## src/rtl/pc_unit.sv

```systemverilog
// Program-counter unit at the head of fetch: sequential advance, redirect,
// trap vector with stall-pending latch, and a circular return-address stack.
module pc_unit #(
  parameter int unsigned     WIDTH     = 32,
  parameter logic [WIDTH-1:0] RESET_VEC = 32'h0000_0000,
  parameter logic [WIDTH-1:0] TRAP_VEC  = 32'h0000_0180,
  parameter int unsigned     STEP      = 4,
  parameter int unsigned     RAS_DEPTH = 4
) (
  input  logic                         clk,
  input  logic                         rst,
  input  logic                         stall,
  input  logic                         trap,
  input  logic                         redirect,
  input  logic [WIDTH-1:0]             redirect_pc,
  input  logic                         call,
  input  logic                         ret,
  output logic [WIDTH-1:0]             pc,
  output logic [WIDTH-1:0]             pc_plus,
  output logic [$clog2(RAS_DEPTH):0]   ras_count,
  output logic                         trap_taken
);

  localparam int unsigned PW = $clog2(RAS_DEPTH);
  localparam int unsigned CW = PW + 1;

  logic [WIDTH-1:0] ras [RAS_DEPTH];
  logic [PW-1:0]    wr_ptr, wr_ptr_nxt;
  logic [CW-1:0]    cnt_nxt;
  logic [WIDTH-1:0] pc_nxt;
  logic             pending, pending_nxt;
  logic             taken_nxt;
  logic             push;

  assign pc_plus = pc + WIDTH'(STEP);

  always_comb begin
    pc_nxt      = pc;
    cnt_nxt     = ras_count;
    wr_ptr_nxt  = wr_ptr;
    pending_nxt = pending;
    taken_nxt   = 1'b0;
    push        = 1'b0;
    if (stall) begin
      pending_nxt = pending | trap;
    end else if (trap || pending) begin
      pc_nxt      = TRAP_VEC;
      cnt_nxt     = '0;
      pending_nxt = 1'b0;
      taken_nxt   = 1'b1;
    end else if (ret && ras_count != '0) begin
      pc_nxt     = ras[wr_ptr - 1'b1];
      wr_ptr_nxt = wr_ptr - 1'b1;
      cnt_nxt    = ras_count - 1'b1;
    end else if (ret) begin
      pc_nxt = redirect_pc;
    end else if (redirect) begin
      pc_nxt = redirect_pc;
      if (call) begin
        // On a full stack the write pointer wraps onto the oldest entry.
        push       = 1'b1;
        wr_ptr_nxt = wr_ptr + 1'b1;
        if (ras_count != CW'(RAS_DEPTH))
          cnt_nxt = ras_count + 1'b1;
      end
    end else begin
      pc_nxt = pc_plus;
    end
  end

  always_ff @(posedge clk) begin
    if (rst) begin
      pc         <= RESET_VEC;
      ras_count  <= '0;
      wr_ptr     <= '0;
      pending    <= 1'b0;
      trap_taken <= 1'b0;
    end else begin
      pc         <= pc_nxt;
      ras_count  <= cnt_nxt;
      wr_ptr     <= wr_ptr_nxt;
      pending    <= pending_nxt;
      trap_taken <= taken_nxt;
    end
  end

  always_ff @(posedge clk) begin
    if (!rst && push)
      ras[wr_ptr] <= pc_plus;
  end

endmodule
```

## config.mk

```make
export PLATFORM = sky130hd
export DESIGN_NAME = pc_unit
export DESIGN_NICKNAME = d
export VERILOG_FILES = /design/src/rtl/pc_unit.sv
export SDC_FILE = /design/constraint.sdc
export NUM_CORES = 1
export LEC_CHECK = 0
export CAP_MARGIN = 10
export CORE_UTILIZATION = 45
export CTS_BUF_LIST = sky130_fd_sc_hd__clkbuf_8 sky130_fd_sc_hd__clkbuf_16
export DETAILED_ROUTE_END_ITERATION = 7
export PLACE_DENSITY_LB_ADDON = 0.05
export SLEW_MARGIN = 10
export SYNTH_ARGS = -nofsm -noshare
export SYNTH_HDL_FRONTEND = slang
export SYNTH_SLANG_ARGS = --single-unit
```

## constraint.sdc

```tcl
create_clock -name clk -period 3.1 [get_ports clk]
set_clock_uncertainty 0.2 [all_clocks]
set_input_delay 0.465 -clock clk [delete_from_list [all_inputs] [get_ports clk]]
set_output_delay 0.465 -clock clk [all_outputs]
set_load 0.05 [all_outputs]
```

==> reports/qor.txt <==
1st-iter DRT viols = 363
DRC viols = 0
CP startpoint = pc[4]
core area = 0.0165 mm²
largest cells by area after synthesis = edfxtp_1 (51%), dfxtp_1 (10%), mux4_2 (9.5%), a21oi_1 (2.6%), nand2_1 (2.6%)
Rows = 47
Clock Pin Slew Worst Setup and Hold Paths = 0.06 ns
met3 usage in global routing = 5.32%
number of global-route vias before repair = 5502
CTS tree = done
Tightest Pin Transition = 0.674 ns
Pre-Repair DR Iteration Count = 4
gr usage total = 24.9%
xor/xnor share of the synthesized area = 2.43%
Routed wire per std cell = 21.7 µm
Placed Instance Area = 0.00931 mm²
P_leak = 0.00358 µW
top-area cell type share of the netlist area = 50.8%
# Max-Cap Violations = 0
antenna cells = 0
reg2reg start = ras_count[1]
clk buf depth = 2
pwr/cell area = 495 mW/mm²
vias = 5415
die extent in y = 132 µm
share of cells above drive strength 1 = 26.1%
Avg Cell Area, Syn = 13.1 µm²
R2R Setup Slk = 0.58 ns
met1 usage in global routing = 34.6%
nets = 761
reg2reg end = ras_count[2]
Synth area leader = edfxtp_1
Clock Power Share = 37.7%
dpl hpwl = 13.8 mm
asr flop ratio synth = 0%
post-route cell area = 0.0100 mm²
Sw Ratio = 25.6%
Slew headroom = 55.0%
Distinct cells, synth = 57
main combinational cell family by area after synthesis = simple AND/OR/NAND/NOR gates
combinational share of power = 12.6%
crit-path max FO = 8
Initial Util = 45.8%
Synth Area in Compound Gates = 10.2%
Post-Route WL = 20.6 mm
Area growth, synth to finish = 32.5%
syn_nets = 624
post-synthesis mux area share = 10.3%
GRT Max-Usage Layer = met2
r2r worst-path depth = 7
crit path capture = pc_plus[19]
antenna viol nets, final = 0
crit start category = register
Vias/cell = 5.71
period utilisation layout = 96.9%
grt total ovfl = 0
final max-slew violation count = 0
Root Buffer = clkbuf_16
Syn Std Cell Area = 0.00757 mm²
Gate Count Post-Synth = 579
status = finished, final reports clean
Die W = 132 µm
GR Layer Usage met2 = 39.4%
Cell Int Power = 3690 µW
Psw = 1270 µW
DIE AREA = 0.0173 mm²
sequential fraction of the synthesis area = 61.1%
RSZ-0062 raised after global routing = no
Peak Freq = 0.333 GHz
pin count of the biggest net entering global routing = 28
Seq pwr share = 49.7%
HP Class = register to register
first-pass GRT wire length = 32.2 mm
final-report hold violation count = 0
Yosys warning count = 0
CP arrival = 2.34 ns
Clock Sinks = 167
#FFs+latches synth = 167
Primary FF master, synth = edfxtp_1
CP Data Required Time = 2.43 ns
Peak VDD IR = 368 µV
endpoints failing setup = 0
Post-synth EDFFs = 128
Crit. End Element = primary output
gpl congestion = 0.835
PortBufs = 106
# H-tree levels = 4
CP Class = register to primary output
adder-cell share of the synthesized area = 1.09%
number of antenna violations at the first check in global routing = 0
Period minus WS final = 3.00 ns
Final Util = 60.7%
I/O pin cnt = 107
simple-gate portion of the synthesized area = 12.0%
Skew-Pair Late Insertion Delay = 0.42 ns
Num CTS Buffers = 17
[layout make-up]
class | count | area [µm²]
Fill cell | 1281 | 6500
Sequential cell | 167 | 4650
Multi-Input combinational cell | 363 | 2930
Timing Repair Buffer | 158 | 1630
Clock buffer | 17 | 425
Tap cell | 220 | 275
Clock inverter | 15 | 91.3
Inverter | 9 | 33.8
[sequential cells by signal (all words and copies together), names as in the netlist]
name	count
wr_ptr	2
pc	32
pending	1
ras	128
trap_taken	1
ras_count	3
[synth_stat cells (all sizes together), types with 3 or more instances]
cell type    n
a21o        11
a21oi       39
a221o        3
a22o         5
a31oi        7
and2         6
and3         6
and4         3
buf         12
clkbuf      28
dfxtp       39
edfxtp     128
ha           5
inv          9
mux2i        5
mux4        32
nand2       52
nand2b       4
nand3       12
nand4       11
nor2        26
nor3        21
nor4         4
o211ai       4
o21a         3
o21ai       23
o311ai       4
o31ai        6
or2         11
or3         12
or4          4
xnor2       15
xor2         6
[cells in the final DEF (no fill, tap or decap), types with 4 or more instances in the layout]
cell type and instances:
ha_1 5, or2_2 10, dfxtp_4 4, dfxtp_1 28, nor4_1 4, mux2i_1 5, nand2_1 50, nand4_1 10
and2_1 6, xnor2_1 9, nand2b_1 4, a21oi_1 39, clkdlybuf4s50_1 79, o311ai_0 4, buf_12 19, nand3_1 11
xnor2_2 5, mux4_2 32, dfxtp_2 7, edfxtp_1 128, nor2_1 23, clkbuf_16 17, a31oi_1 7, buf_4 59
a21o_1 11, nor3_1 17, inv_1 12, a22o_1 5, o21ai_0 22, or3_1 11, o211ai_1 4, o31ai_1 5
and3_1 4
[logic make-up (layout without fill, tap and decap cells)]
| logic type | count (synthesis) | in the layout |
|---|---|---|
| adder cells (fa/ha/maj) | 6 | 6 |
| XOR/XNOR | 21 | 21 |
| AND/OR/NAND/NOR | 178 | 178 |
| multiplexers | 38 | 38 |
| flip-flops | 167 | 167 |
| AO/OA/AOI/OAI | 120 | 120 |
| buffers and inverters | 49 | 199 |
[metrics by stage]
step | setup slack, ns | total power, µW | instances | setup TNS [ns] | hold slack, ns
finish | 0.0952 | 4970 | 949 | 0 | 0.308
floorplan | -0.134 | 2870 | 579 | -0.183 | 0.283
global route | 0.0165 | 5130 | 949 | 0 | 0.334
global placement | 0.254 | 3130 | 905 | 0 | 0.279
CTS | -0.00905 | 4990 | 944 | -0.00905 | 0.308
detailed placement | 0.215 | 3130 | 905 | 0 | 0.301
[power groups by stage]
stage	Combinational, µW	Clock, µW	Sequential (µW)
after floorplan	284	0	2590
after global placement	614	0	2510
after detailed placement	619	0	2520
after CTS	627	1890	2470
after global routing	665	2000	2470
final	628	1870	2470
[critical path, cell delays in order, from the launching register on]
cell and delay, ns:
dfxtp_1 0.44, and4_4 0.27, buf_4 0.16, nand3_2 0.16, or3_4 0.45, xnor2_4 0.25, buf_12 0.18
[how the worst min path moves through the flow]
stage	from	to	slack [ns]	depth (start not counted)
5_1_grt	pc[14]	pc[14]	0.33	1
3_3_place_gp	pc[10]	pc[10]	0.28	2
6_report	pc[18]	pc[18]	0.31	1
2_1_floorplan	wr_ptr[1]	wr_ptr[1]	0.28	2
4_1_cts	pc[10]	pc[10]	0.31	2
3_5_place_dp	pc[16]	pc[16]	0.30	2
[per-layer routing]
metal  part of all wire, %  up-vias  routed length, µm
li1                      -     2502                  -
met2                    49      160              10100
met3                   5.1       21               1040
met1                    45     2732               9260
met4                   1.1        0                235
met5                     0        -                  0
[what timing repair did]
action                                 4_1_cts  5_1_grt
hold buffers                                 0        0
setup endpoints to repair                   14       17
resized for setup                           15       17
setup buffers                                7        5
endpoints found under the hold margin        0        0
pin swaps                                    6       10
Power figures use the tool's default switching activity.
